File: config.mk
export PLATFORM = sky130hd
export DESIGN_NAME = dcache_axi_wb_master_flat
export DESIGN_NICKNAME = d
export VERILOG_FILES = /design/src/rtl/dcache_axi_wb_master_pkg.sv /design/src/rtl/dcache_axi_wb_master_if.sv /design/src/rtl/dcache_axi_wb_master.sv /design/src/flat_wrapper.sv
export SDC_FILE = /design/constraint.sdc
export NUM_CORES = 1
export LEC_CHECK = 0
export ABC_AREA = 1
export CAP_MARGIN = 20
export CORE_MARGIN = 3
export CORE_UTILIZATION = 28
export CTS_CLUSTER_DIAMETER = 50
export CTS_CLUSTER_SIZE = 14
export DETAILED_ROUTE_END_ITERATION = 12
export GPL_TIMING_DRIVEN = 0
export SYNTH_ARGS = -nofsm -noshare
export SYNTH_HDL_FRONTEND = slang
export SYNTH_SLANG_ARGS = --single-unit
File: constraint.sdc
create_clock -name clk -period 6.1 [get_ports clk]
set_input_delay 1.22 -clock clk [delete_from_list [all_inputs] [get_ports clk]]
set_output_delay 1.22 -clock clk [all_outputs]
set_load 0.01 [all_outputs]
File: src/rtl/dcache_axi_wb_master_pkg.sv
`default_nettype none
// ============================================================================
// Module      : dcache_axi_wb_master_pkg
// Description : Shared configuration and AXI encodings for the dcache
//               write-back master: line/data widths, burst and response
//               codes, the write-back FSM state type and an AWSIZE helper.
// Ports       : none (package)
// Revision    : 1.0 - initial release
// ============================================================================
package dcache_axi_wb_master_pkg;

    // Core configuration
    localparam int DCACHELINE_WIDTH = 128;
    localparam int AXI_DATA_WIDTH   = 32;
    localparam int AXI_ADDR_WIDTH   = 32;

    // AXI encodings
    localparam logic [1:0] AXI_BURST_INCR = 2'b01;
    localparam logic [1:0] AXI_RESP_OKAY  = 2'b00;

    // Write-back FSM states
    typedef enum logic [1:0] {
        IDLE = 2'd0,
        ADDR = 2'd1,
        DATA = 2'd2,
        RESP = 2'd3
    } wb_state_t;

    // AWSIZE encoding for a beat of 'bytes' bytes (log2 of the byte count)
    function automatic logic [2:0] axi_size_enc(input int bytes);
        return 3'($clog2(bytes));
    endfunction

endpackage
`default_nettype wire

File: src/rtl/dcache_axi_wb_master_if.sv
`default_nettype none
// ============================================================================
// Module      : dcache_axi_wb_master_if
// Description : AXI4 write-channel bundle (AW, W, B) between the dcache
//               write-back master and the crossbar port. Signal suffixes
//               are from the master's point of view.
// Ports       : master modport drives AW/W valid+payload and B ready;
//               slave modport drives AW/W ready and B valid/resp/id.
// Revision    : 1.0 - initial release
// ============================================================================
interface dcache_axi_wb_master_if #(
    parameter int ADDR_W = 32,
    parameter int DATA_W = 32
);
    // AW channel
    logic                  awvalid_o;
    logic                  awready_i;
    logic [ADDR_W-1:0]     awaddr_o;
    logic [7:0]            awlen_o;
    logic [2:0]            awsize_o;
    logic [1:0]            awburst_o;
    logic [3:0]            awid_o;
    // W channel
    logic                  wvalid_o;
    logic                  wready_i;
    logic [DATA_W-1:0]     wdata_o;
    logic [DATA_W/8-1:0]   wstrb_o;
    logic                  wlast_o;
    // B channel
    logic                  bvalid_i;
    logic                  bready_o;
    logic [1:0]            bresp_i;
    logic [3:0]            bid_i;

    modport master (
        output awvalid_o, awaddr_o, awlen_o, awsize_o, awburst_o, awid_o,
        input  awready_i,
        output wvalid_o, wdata_o, wstrb_o, wlast_o,
        input  wready_i,
        input  bvalid_i, bresp_i, bid_i,
        output bready_o
    );

    modport slave (
        input  awvalid_o, awaddr_o, awlen_o, awsize_o, awburst_o, awid_o,
        output awready_i,
        input  wvalid_o, wdata_o, wstrb_o, wlast_o,
        output wready_i,
        output bvalid_i, bresp_i, bid_i,
        input  bready_o
    );

endinterface
`default_nettype wire

File: src/rtl/dcache_axi_wb_master.sv
`default_nettype none
// ============================================================================
// Module      : dcache_axi_wb_master
// Description : AXI4 write-burst master draining the dcache write-back FIFO.
//               Latches one cache line per request and issues a single INCR
//               burst: AW, then BEATS W beats (LSB beat first), then B.
// Ports       : clk, rst (async, active-low)
//               req_i/req_addr_i/req_data_i  : line offered by the FIFO
//               req_accept_o                 : 1-cycle pulse, line latched
//               done_o                       : 1-cycle pulse, B received
//               busy_o                       : transaction in flight
//               err_o                        : sticky non-OKAY BRESP seen
//               axi                          : AW/W/B master modport
// Revision    : 1.0 - initial release
// ============================================================================
module dcache_axi_wb_master
    import dcache_axi_wb_master_pkg::*;
#(
    parameter int         LINE_W = DCACHELINE_WIDTH,
    parameter int         DATA_W = AXI_DATA_WIDTH,
    parameter int         ADDR_W = AXI_ADDR_WIDTH,
    parameter logic [3:0] AXI_ID = 4'd1
) (
    input  wire logic              clk,
    input  wire logic              rst,
    input  wire logic              req_i,
    input  wire logic [ADDR_W-1:0] req_addr_i,
    input  wire logic [LINE_W-1:0] req_data_i,
    output logic                   req_accept_o,
    output logic                   done_o,
    output logic                   busy_o,
    output logic                   err_o,
    dcache_axi_wb_master_if.master axi
);

    localparam int BEATS = LINE_W / DATA_W;
    localparam int CW    = (BEATS > 1) ? $clog2(BEATS) : 1;
    localparam int OFF_W = $clog2(LINE_W / 8);

    localparam logic [CW-1:0]     LAST_BEAT = CW'(BEATS - 1);
    // Clears the byte offset within a line so the burst starts line-aligned
    localparam logic [ADDR_W-1:0] ADDR_MASK = {{(ADDR_W-OFF_W){1'b1}}, {OFF_W{1'b0}}};

    wb_state_t         state_q, state_d;
    logic [CW-1:0]     cnt_q, cnt_d;
    logic              err_q, err_d;
    logic [ADDR_W-1:0] addr_q;
    logic [LINE_W-1:0] line_q;

    logic              w_latch;
    logic              w_awvalid;
    logic              w_wvalid;
    logic              w_bready;
    logic              w_accept;
    logic              w_done;
    logic [DATA_W-1:0] w_beat [BEATS];

    // ------------------------------------------------------------------
    // State, beat counter and sticky error (reset-cleared)
    // ------------------------------------------------------------------
    always_ff @(posedge clk or negedge rst) begin
        if (!rst) begin
            state_q <= IDLE;
            cnt_q   <= '0;
            err_q   <= 1'b0;
        end else begin
            state_q <= state_d;
            cnt_q   <= cnt_d;
            err_q   <= err_d;
        end
    end

    // Line buffer: contents are irrelevant until a request is latched
    always_ff @(posedge clk) begin
        if (w_latch) begin
            addr_q <= req_addr_i;
            line_q <= req_data_i;
        end
    end

    // ------------------------------------------------------------------
    // Next-state and handshake outputs
    // ------------------------------------------------------------------
    always_comb begin
        state_d   = state_q;
        cnt_d     = cnt_q;
        err_d     = err_q;
        w_latch   = 1'b0;
        w_accept  = 1'b0;
        w_done    = 1'b0;
        w_awvalid = 1'b0;
        w_wvalid  = 1'b0;
        w_bready  = 1'b0;

        case (state_q)
            IDLE: begin
                w_accept = req_i;
                if (req_i) begin
                    w_latch = 1'b1;
                    state_d = ADDR;
                end
            end
            ADDR: begin
                w_awvalid = 1'b1;
                if (axi.awready_i) begin
                    state_d = DATA;
                    cnt_d   = '0;
                end
            end
            DATA: begin
                w_wvalid = 1'b1;
                if (axi.wready_i) begin
                    if (cnt_q == LAST_BEAT) begin
                        // Counter returns to zero only as DATA is left
                        cnt_d   = '0;
                        state_d = RESP;
                    end else begin
                        cnt_d = cnt_q + CW'(1);
                    end
                end
            end
            RESP: begin
                // An early bvalid waits here; it is only acknowledged now
                w_bready = 1'b1;
                if (axi.bvalid_i) begin
                    w_done  = 1'b1;
                    err_d   = err_q | (axi.bresp_i != AXI_RESP_OKAY);
                    state_d = IDLE;
                end
            end
            default: state_d = IDLE;
        endcase
    end

    // Beat view of the line buffer: beat 0 holds the least significant bits
    for (genvar gi = 0; gi < BEATS; gi++) begin : g_beat
        assign w_beat[gi] = line_q[gi*DATA_W +: DATA_W];
    end

    // ------------------------------------------------------------------
    // Outputs
    // ------------------------------------------------------------------
    assign req_accept_o  = w_accept;
    assign done_o        = w_done;
    assign busy_o        = (state_q != IDLE);
    assign err_o         = err_q;

    assign axi.awvalid_o = w_awvalid;
    assign axi.awaddr_o  = addr_q & ADDR_MASK;
    assign axi.awlen_o   = 8'(BEATS - 1);
    assign axi.awsize_o  = axi_size_enc(DATA_W / 8);
    assign axi.awburst_o = AXI_BURST_INCR;
    assign axi.awid_o    = AXI_ID;

    assign axi.wvalid_o  = w_wvalid;
    assign axi.wdata_o   = w_beat[cnt_q];
    assign axi.wstrb_o   = '1;
    assign axi.wlast_o   = w_wvalid & (cnt_q == LAST_BEAT);

    assign axi.bready_o  = w_bready;

endmodule
`default_nettype wire

File: src/flat_wrapper.sv
// flat-port wrapper written by rule: the top's interface ports become plain ports
module dcache_axi_wb_master_flat import dcache_axi_wb_master_pkg::*;
#(
    parameter int         LINE_W = DCACHELINE_WIDTH,
    parameter int         DATA_W = AXI_DATA_WIDTH,
    parameter int         ADDR_W = AXI_ADDR_WIDTH,
    parameter logic [3:0] AXI_ID = 4'd1
)
  (clk, rst, req_i, req_addr_i, req_data_i, req_accept_o, done_o, busy_o, err_o, axi_awvalid_o, axi_awaddr_o, axi_awlen_o, axi_awsize_o, axi_awburst_o, axi_awid_o, axi_awready_i, axi_wvalid_o, axi_wdata_o, axi_wstrb_o, axi_wlast_o, axi_wready_i, axi_bvalid_i, axi_bresp_i, axi_bid_i, axi_bready_o);
  dcache_axi_wb_master_if #(.ADDR_W(ADDR_W), .DATA_W(DATA_W)) axi_i ();
  input  wire logic clk;
  input  wire logic rst;
  input  wire logic req_i;
  input  wire logic [ADDR_W-1:0] req_addr_i;
  input  wire logic [LINE_W-1:0] req_data_i;
  output logic req_accept_o;
  output logic done_o;
  output logic busy_o;
  output logic err_o;
  output wire logic [$bits(axi_i.awvalid_o)-1:0] axi_awvalid_o;
  output wire logic [$bits(axi_i.awaddr_o)-1:0] axi_awaddr_o;
  output wire logic [$bits(axi_i.awlen_o)-1:0] axi_awlen_o;
  output wire logic [$bits(axi_i.awsize_o)-1:0] axi_awsize_o;
  output wire logic [$bits(axi_i.awburst_o)-1:0] axi_awburst_o;
  output wire logic [$bits(axi_i.awid_o)-1:0] axi_awid_o;
  input wire logic [$bits(axi_i.awready_i)-1:0] axi_awready_i;
  output wire logic [$bits(axi_i.wvalid_o)-1:0] axi_wvalid_o;
  output wire logic [$bits(axi_i.wdata_o)-1:0] axi_wdata_o;
  output wire logic [$bits(axi_i.wstrb_o)-1:0] axi_wstrb_o;
  output wire logic [$bits(axi_i.wlast_o)-1:0] axi_wlast_o;
  input wire logic [$bits(axi_i.wready_i)-1:0] axi_wready_i;
  input wire logic [$bits(axi_i.bvalid_i)-1:0] axi_bvalid_i;
  input wire logic [$bits(axi_i.bresp_i)-1:0] axi_bresp_i;
  input wire logic [$bits(axi_i.bid_i)-1:0] axi_bid_i;
  output wire logic [$bits(axi_i.bready_o)-1:0] axi_bready_o;
  assign axi_awvalid_o = axi_i.awvalid_o;
  assign axi_awaddr_o = axi_i.awaddr_o;
  assign axi_awlen_o = axi_i.awlen_o;
  assign axi_awsize_o = axi_i.awsize_o;
  assign axi_awburst_o = axi_i.awburst_o;
  assign axi_awid_o = axi_i.awid_o;
  assign axi_i.awready_i = axi_awready_i;
  assign axi_wvalid_o = axi_i.wvalid_o;
  assign axi_wdata_o = axi_i.wdata_o;
  assign axi_wstrb_o = axi_i.wstrb_o;
  assign axi_wlast_o = axi_i.wlast_o;
  assign axi_i.wready_i = axi_wready_i;
  assign axi_i.bvalid_i = axi_bvalid_i;
  assign axi_i.bresp_i = axi_bresp_i;
  assign axi_i.bid_i = axi_bid_i;
  assign axi_bready_o = axi_i.bready_o;
  dcache_axi_wb_master #(.LINE_W(LINE_W), .DATA_W(DATA_W), .ADDR_W(ADDR_W), .AXI_ID(AXI_ID)) u_core (.clk(clk), .rst(rst), .req_i(req_i), .req_addr_i(req_addr_i), .req_data_i(req_data_i), .req_accept_o(req_accept_o), .done_o(done_o), .busy_o(busy_o), .err_o(err_o), .axi(axi_i));
endmodule
Word-level counts from Yosys, hierarchy flattened
Index checks and enable logic that the tools add are counted.
Widths: inputs -> output; s select.

operators by class
  reductions and logical operators = 7
  eq/ne operators = 9
  bitwise gates (word level) = 3
  $add $sub $neg = 1
  multiplexer cells = 21
  order comparisons = 1

operator list
  operator             count
  $bmux 32 s2          1
  $mux 32              2
  $mux 2               8
  $mux 1               8
  $ne 2x2->1 const B   4
  $pmux 2 s4           1
  $eq 2x2->1 const B   3
  $reduce_bool 2->1    3
  $reduce_and 5->1     1
  $pmux 2 s2           1
  $ge 3x3->1 const B   1
  $not 2->3            1
  $reduce_and 3->1     1
  $add 2x1->2 const B  1
  $eq 2x1->1 const B   1
  $logic_not 2->1      1
  $ne 2x1->1 const B   1
  $reduce_and 2->1     1
  $and 1x1->1          1
  $or 1x1->1           1

storage, ports and cells
  bits in registers = 165
  bits of input ports = 172
  output and inout bits = 93

Longest topological paths before layout
  depth in word-level cells = 4
  depth in mapped cells = 8
  depth with buffers taken out = 8

Worst setup path after synthesis
No wires, ideal clock.

  path type = input port to output port
  start point = input port req_i
  end point = output port req_accept_o
  path buffers = 0
  cell stages on the path = 2
  arrival time = 4.328 ns
  path slack = 0.552 ns
  required time = 4.880 ns
  path through = nand2_1 -> inv_1

between the ends
  cells in the longest elaborated chain, start to end = 1

RTL lines
  item         RTL line                    source
  from (decl)  flat_wrapper.sv:13          input wire logic req_i;
  $mux 1       dcache_axi_wb_master.sv:95  case (state_q)
  to (decl)    flat_wrapper.sv:16          output logic req_accept_o;

Every way passes these cells.

Worst setup path after layout
Same ends and word-level chain as after synthesis.

==> run_summary.xml <==
<?xml version="1.0" encoding="UTF-8"?>
<metrics>
  <group name="critical_path">
    <metric name="critPathSlowestCell" unit="">sky130_fd_sc_hd__clkdlybuf4s50_1</metric>
    <metric name="crit_path_frequent_cell" unit="">sky130_fd_sc_hd__clkdlybuf4s50_1</metric>
    <metric name="crit_fanout" unit="">65</metric>
    <metric name="worst_ep_required_time" unit="ps">4880</metric>
    <metric name="worstSetupStartpointType" unit="">primary input</metric>
    <metric name="worst_setup_path_category" unit="">in2out</metric>
    <metric name="crit_family" unit="">buffers and inverters</metric>
    <metric name="cp.buffers_inverters" unit="">3</metric>
    <metric name="path_cells" unit="">clkdlybuf4s50_1 -&gt; nand2_1 -&gt; inv_6 -&gt; clkdlybuf4s50_1</metric>
    <metric name="endpoint_kind" unit="">output port</metric>
    <metric name="timing.critical_path.arrival" unit="ps">2970</metric>
    <metric name="max_stage_delay" unit="ps">660</metric>
  </group>
  <group name="yosys">
    <metric name="ys_seq_elements" unit="">161</metric>
    <metric name="synth_enable_flop_cells" unit="">156</metric>
    <metric name="synth_async_sr_flop_share" unit="%">3.11</metric>
    <metric name="register_area_share_after_synthesis" unit="%">77.9</metric>
    <metric name="synthFlopType" unit="">sky130_fd_sc_hd__edfxtp_1</metric>
    <metric name="synth_cell_type_count" unit="">19</metric>
    <metric name="syn-instance-count" unit="">419</metric>
    <metric name="synthesis.yosys.warnings" unit="">0</metric>
    <metric name="mean_cell_area_of_the_mapped_netlist" unit="um2">14.7</metric>
    <metric name="synthesis.area" unit="um2">6170</metric>
  </group>
  <group name="floorplanning">
    <metric name="design.core.area" unit="um2">21400</metric>
    <metric name="horiz_die_dim" unit="um">155</metric>
    <metric name="dieArea" unit="um2">23900</metric>
    <metric name="std_cell_rows" unit="">53</metric>
    <metric name="die_height" unit="um">155</metric>
    <metric name="num_io_pins" unit="">265</metric>
    <metric name="floorplan.initialDensity" unit="%">28.9</metric>
  </group>
  <group name="layout">
    <metric name="layout_commonest_cell" unit="">sky130_fd_sc_hd__clkdlybuf4s50_1</metric>
    <metric name="antenna_cells_inserted" unit="">0</metric>
    <metric name="final_cell_area" unit="um2">9540</metric>
    <metric name="syn2layout_area_growth" unit="%">54.5</metric>
    <metric name="most-common-layout-cells" unit="">sky130_fd_sc_hd__clkdlybuf4s50_1, sky130_fd_sc_hd__edfxtp_1, sky130_fd_sc_hd__nor2_1, sky130_fd_sc_hd__o21ai_0, sky130_fd_sc_hd__o22ai_1</metric>
    <metric name="final_nets" unit="">872</metric>
    <metric name="layout-drive-gt1-share" unit="%">10.6</metric>
  </group>
  <group name="placement">
    <metric name="place.detailed.hpwl" unit="um">12000</metric>
    <metric name="dp_worst_setup_slack" unit="ps">1910</metric>
    <metric name="gpl.final_weighted_congestion" unit="">0.800</metric>
    <metric name="detailed_place.area" unit="um2">8950</metric>
    <metric name="port-buffer-count" unit="">231</metric>
  </group>
  <group name="clocking">
    <metric name="cts.htree.levels" unit="">4</metric>
    <metric name="clock_path_buffers" unit="">2</metric>
    <metric name="cts_hold_buffers" unit="">0</metric>
    <metric name="cts.reportedPaths.clkPinSlew" unit="ps">70</metric>
    <metric name="worstSkewPairLatency" unit="ps">430</metric>
    <metric name="cts_buffers" unit="">17</metric>
    <metric name="tritoncts" unit="">done</metric>
    <metric name="cts.sinks" unit="">161</metric>
    <metric name="post_cts_buffers" unit="">0</metric>
    <metric name="cts.root.buffer_cell" unit="">sky130_fd_sc_hd__clkbuf_16</metric>
    <metric name="cts_resized" unit="">0</metric>
  </group>
  <group name="drt">
    <metric name="drt_iter0_drc" unit="">270</metric>
    <metric name="detail_route_antenna_nets" unit="">0</metric>
    <metric name="wl_met1" unit="um">6800</metric>
    <metric name="detail_route.vias_per_cell" unit="">4.34</metric>
    <metric name="routed-wl-met2" unit="um">7970</metric>
    <metric name="top_layer" unit="">met4</metric>
    <metric name="wl_per_cell" unit="um">16.6</metric>
    <metric name="drt_drc_violations_left" unit="">0</metric>
    <metric name="route.final.wire_length" unit="um">16200</metric>
    <metric name="met3_length" unit="um">1390</metric>
    <metric name="routed-via-count" unit="">4258</metric>
    <metric name="dr.pass1.iters" unit="">4</metric>
  </group>
  <group name="min_path">
    <metric name="hp_class" unit="">reg2reg</metric>
  </group>
  <group name="run_status">
    <metric name="outcome" unit="">finished, final reports clean</metric>
  </group>
  <group name="sta">
    <metric name="tightest_slew" unit="ps">646</metric>
    <metric name="max-slew-margin-rel" unit="%">56.9</metric>
    <metric name="finalSetupViolCount" unit="">0</metric>
    <metric name="fin_crit" unit="ps">4190</metric>
    <metric name="fmax" unit="MHz">238</metric>
    <metric name="slew_viol_final" unit="">0</metric>
    <metric name="rsz0062_at_grt" unit="">no</metric>
    <metric name="hold_slack" unit="ps">478</metric>
    <metric name="finalClockSkew" unit="ps">7.38</metric>
    <metric name="report.final.hold_viol_count" unit="">0</metric>
    <metric name="crit_path_setup_slack_layout" unit="ps">1910</metric>
    <metric name="layout_worst_path_cycle_share" unit="%">68.7</metric>
  </group>
  <group name="global_route">
    <metric name="first_global_vias" unit="">4471</metric>
    <metric name="grt_antenna_before_repair" unit="">0</metric>
    <metric name="overflow" unit="">0</metric>
    <metric name="track_usage" unit="%">13.5</metric>
    <metric name="grt_first_pass_wirelength" unit="um">24800</metric>
    <metric name="grt_max_degree" unit="">94</metric>
  </group>
  <group name="pwr">
    <metric name="power-per-cell-area" unit="nW/um2">410</metric>
    <metric name="design_power_total" unit="uW">3920</metric>
    <metric name="power.static_leakage" unit="uW">0.00344</metric>
    <metric name="peakVddDrop" unit="uV">170</metric>
  </group>
  <group name="run">
    <metric name="cap_viol_max_count" unit="">0</metric>
  </group>
</metrics>
[final cells by class]
type	count	area [um2]
Buffer	45	322
Clock inverter	15	165
Multi-Input combinational cell	220	1070
Timing Repair Buffer	232	2340
Sequential cell	161	4810
Clock buffer	17	425
Fill cell	1953	11800
Inverter	16	65.1
Tap cell	275	344
[worst paths after layout]
check,from,endpoint,slack (ps),cells after the start
max in group asynchronous,rst,u_core.cnt_q[0],4860,1
worst max-delay path,req_i,req_accept_o,1910,4
worst min-delay path,u_core.err_o,u_core.err_o,480,1
worst max register to register,u_core.state_q[1],u_core.line_q[49],3860,5
worst min register to register,u_core.err_o,u_core.err_o,480,1
min in group asynchronous,rst,u_core.err_o,1030,1
[Yosys cell counts, types with 2 or more instances]
cell type | instances | area (um2)
sky130_fd_sc_hd__edfxtp_1 | 156 | 4680
sky130_fd_sc_hd__nor2_1 | 66 | 248
sky130_fd_sc_hd__o21ai_0 | 41 | 205
sky130_fd_sc_hd__o22ai_1 | 32 | 200
sky130_fd_sc_hd__buf_4 | 25 | 188
sky130_fd_sc_hd__o21ai_1 | 24 | 120
sky130_fd_sc_hd__nand2_1 | 16 | 60.1
sky130_fd_sc_hd__inv_1 | 13 | 48.8
sky130_fd_sc_hd__clkbuf_1 | 8 | 30.0
sky130_fd_sc_hd__buf_6 | 7 | 78.8
sky130_fd_sc_hd__ha_1 | 7 | 87.6
sky130_fd_sc_hd__buf_2 | 5 | 25.0
sky130_fd_sc_hd__dfrtp_1 | 5 | 125
sky130_fd_sc_hd__nand3_1 | 4 | 20.0
sky130_fd_sc_hd__inv_2 | 3 | 11.3
sky130_fd_sc_hd__o21bai_1 | 3 | 22.5
sky130_fd_sc_hd__conb_1 | 2 | 7.51
[worst register-to-register path, cell delays in order, from the launching register on]
cell                      delay [ps]
sky130_fd_sc_hd__dfrtp_1         430
sky130_fd_sc_hd__inv_1           150
sky130_fd_sc_hd__ha_1            210
sky130_fd_sc_hd__nand2_1         120
sky130_fd_sc_hd__inv_6           440
sky130_fd_sc_hd__buf_16          400
[routing by layer]
metal,global-route usage (%),vias to the layer above
li1,-,2036
met1,16.6,2023
met2,22.5,193
met3,5.37,6
met4,3.28,0
met5,0,-
[sequential cells by signal (all words and copies together), names as in the netlist]
name,cells
u_core.line_q,128
u_core.addr_q,28
u_core.cnt_q,2
u_core.state_q,2
u_core.err_o,1
[cell families after synthesis]
family / share of synthesized area, %
flops: 77.9
compound gates: 8.88
simple gates: 5.51
buf+inv: 6.18
fa+ha+maj: 1.42
other cells: 0.122
[power breakdown]
| part | internal, uW | switching, uW |
|---|---|---|
| clock | 550 | 494 |
| sequential | 1490 | 67.5 |
| combinational | 612 | 703 |
[through the flow]
step	utilization (%)	setup TNS, ps	std cells
2_1_floorplan	-	0	442
6_report	44.7	0	981
3_3_place_gp	41.8	-47690	948
4_1_cts	44.7	0	981
3_5_place_dp	41.9	0	949
5_1_grt	44.7	0	981
No activity file was read; power rests on OpenSTA's default activity.
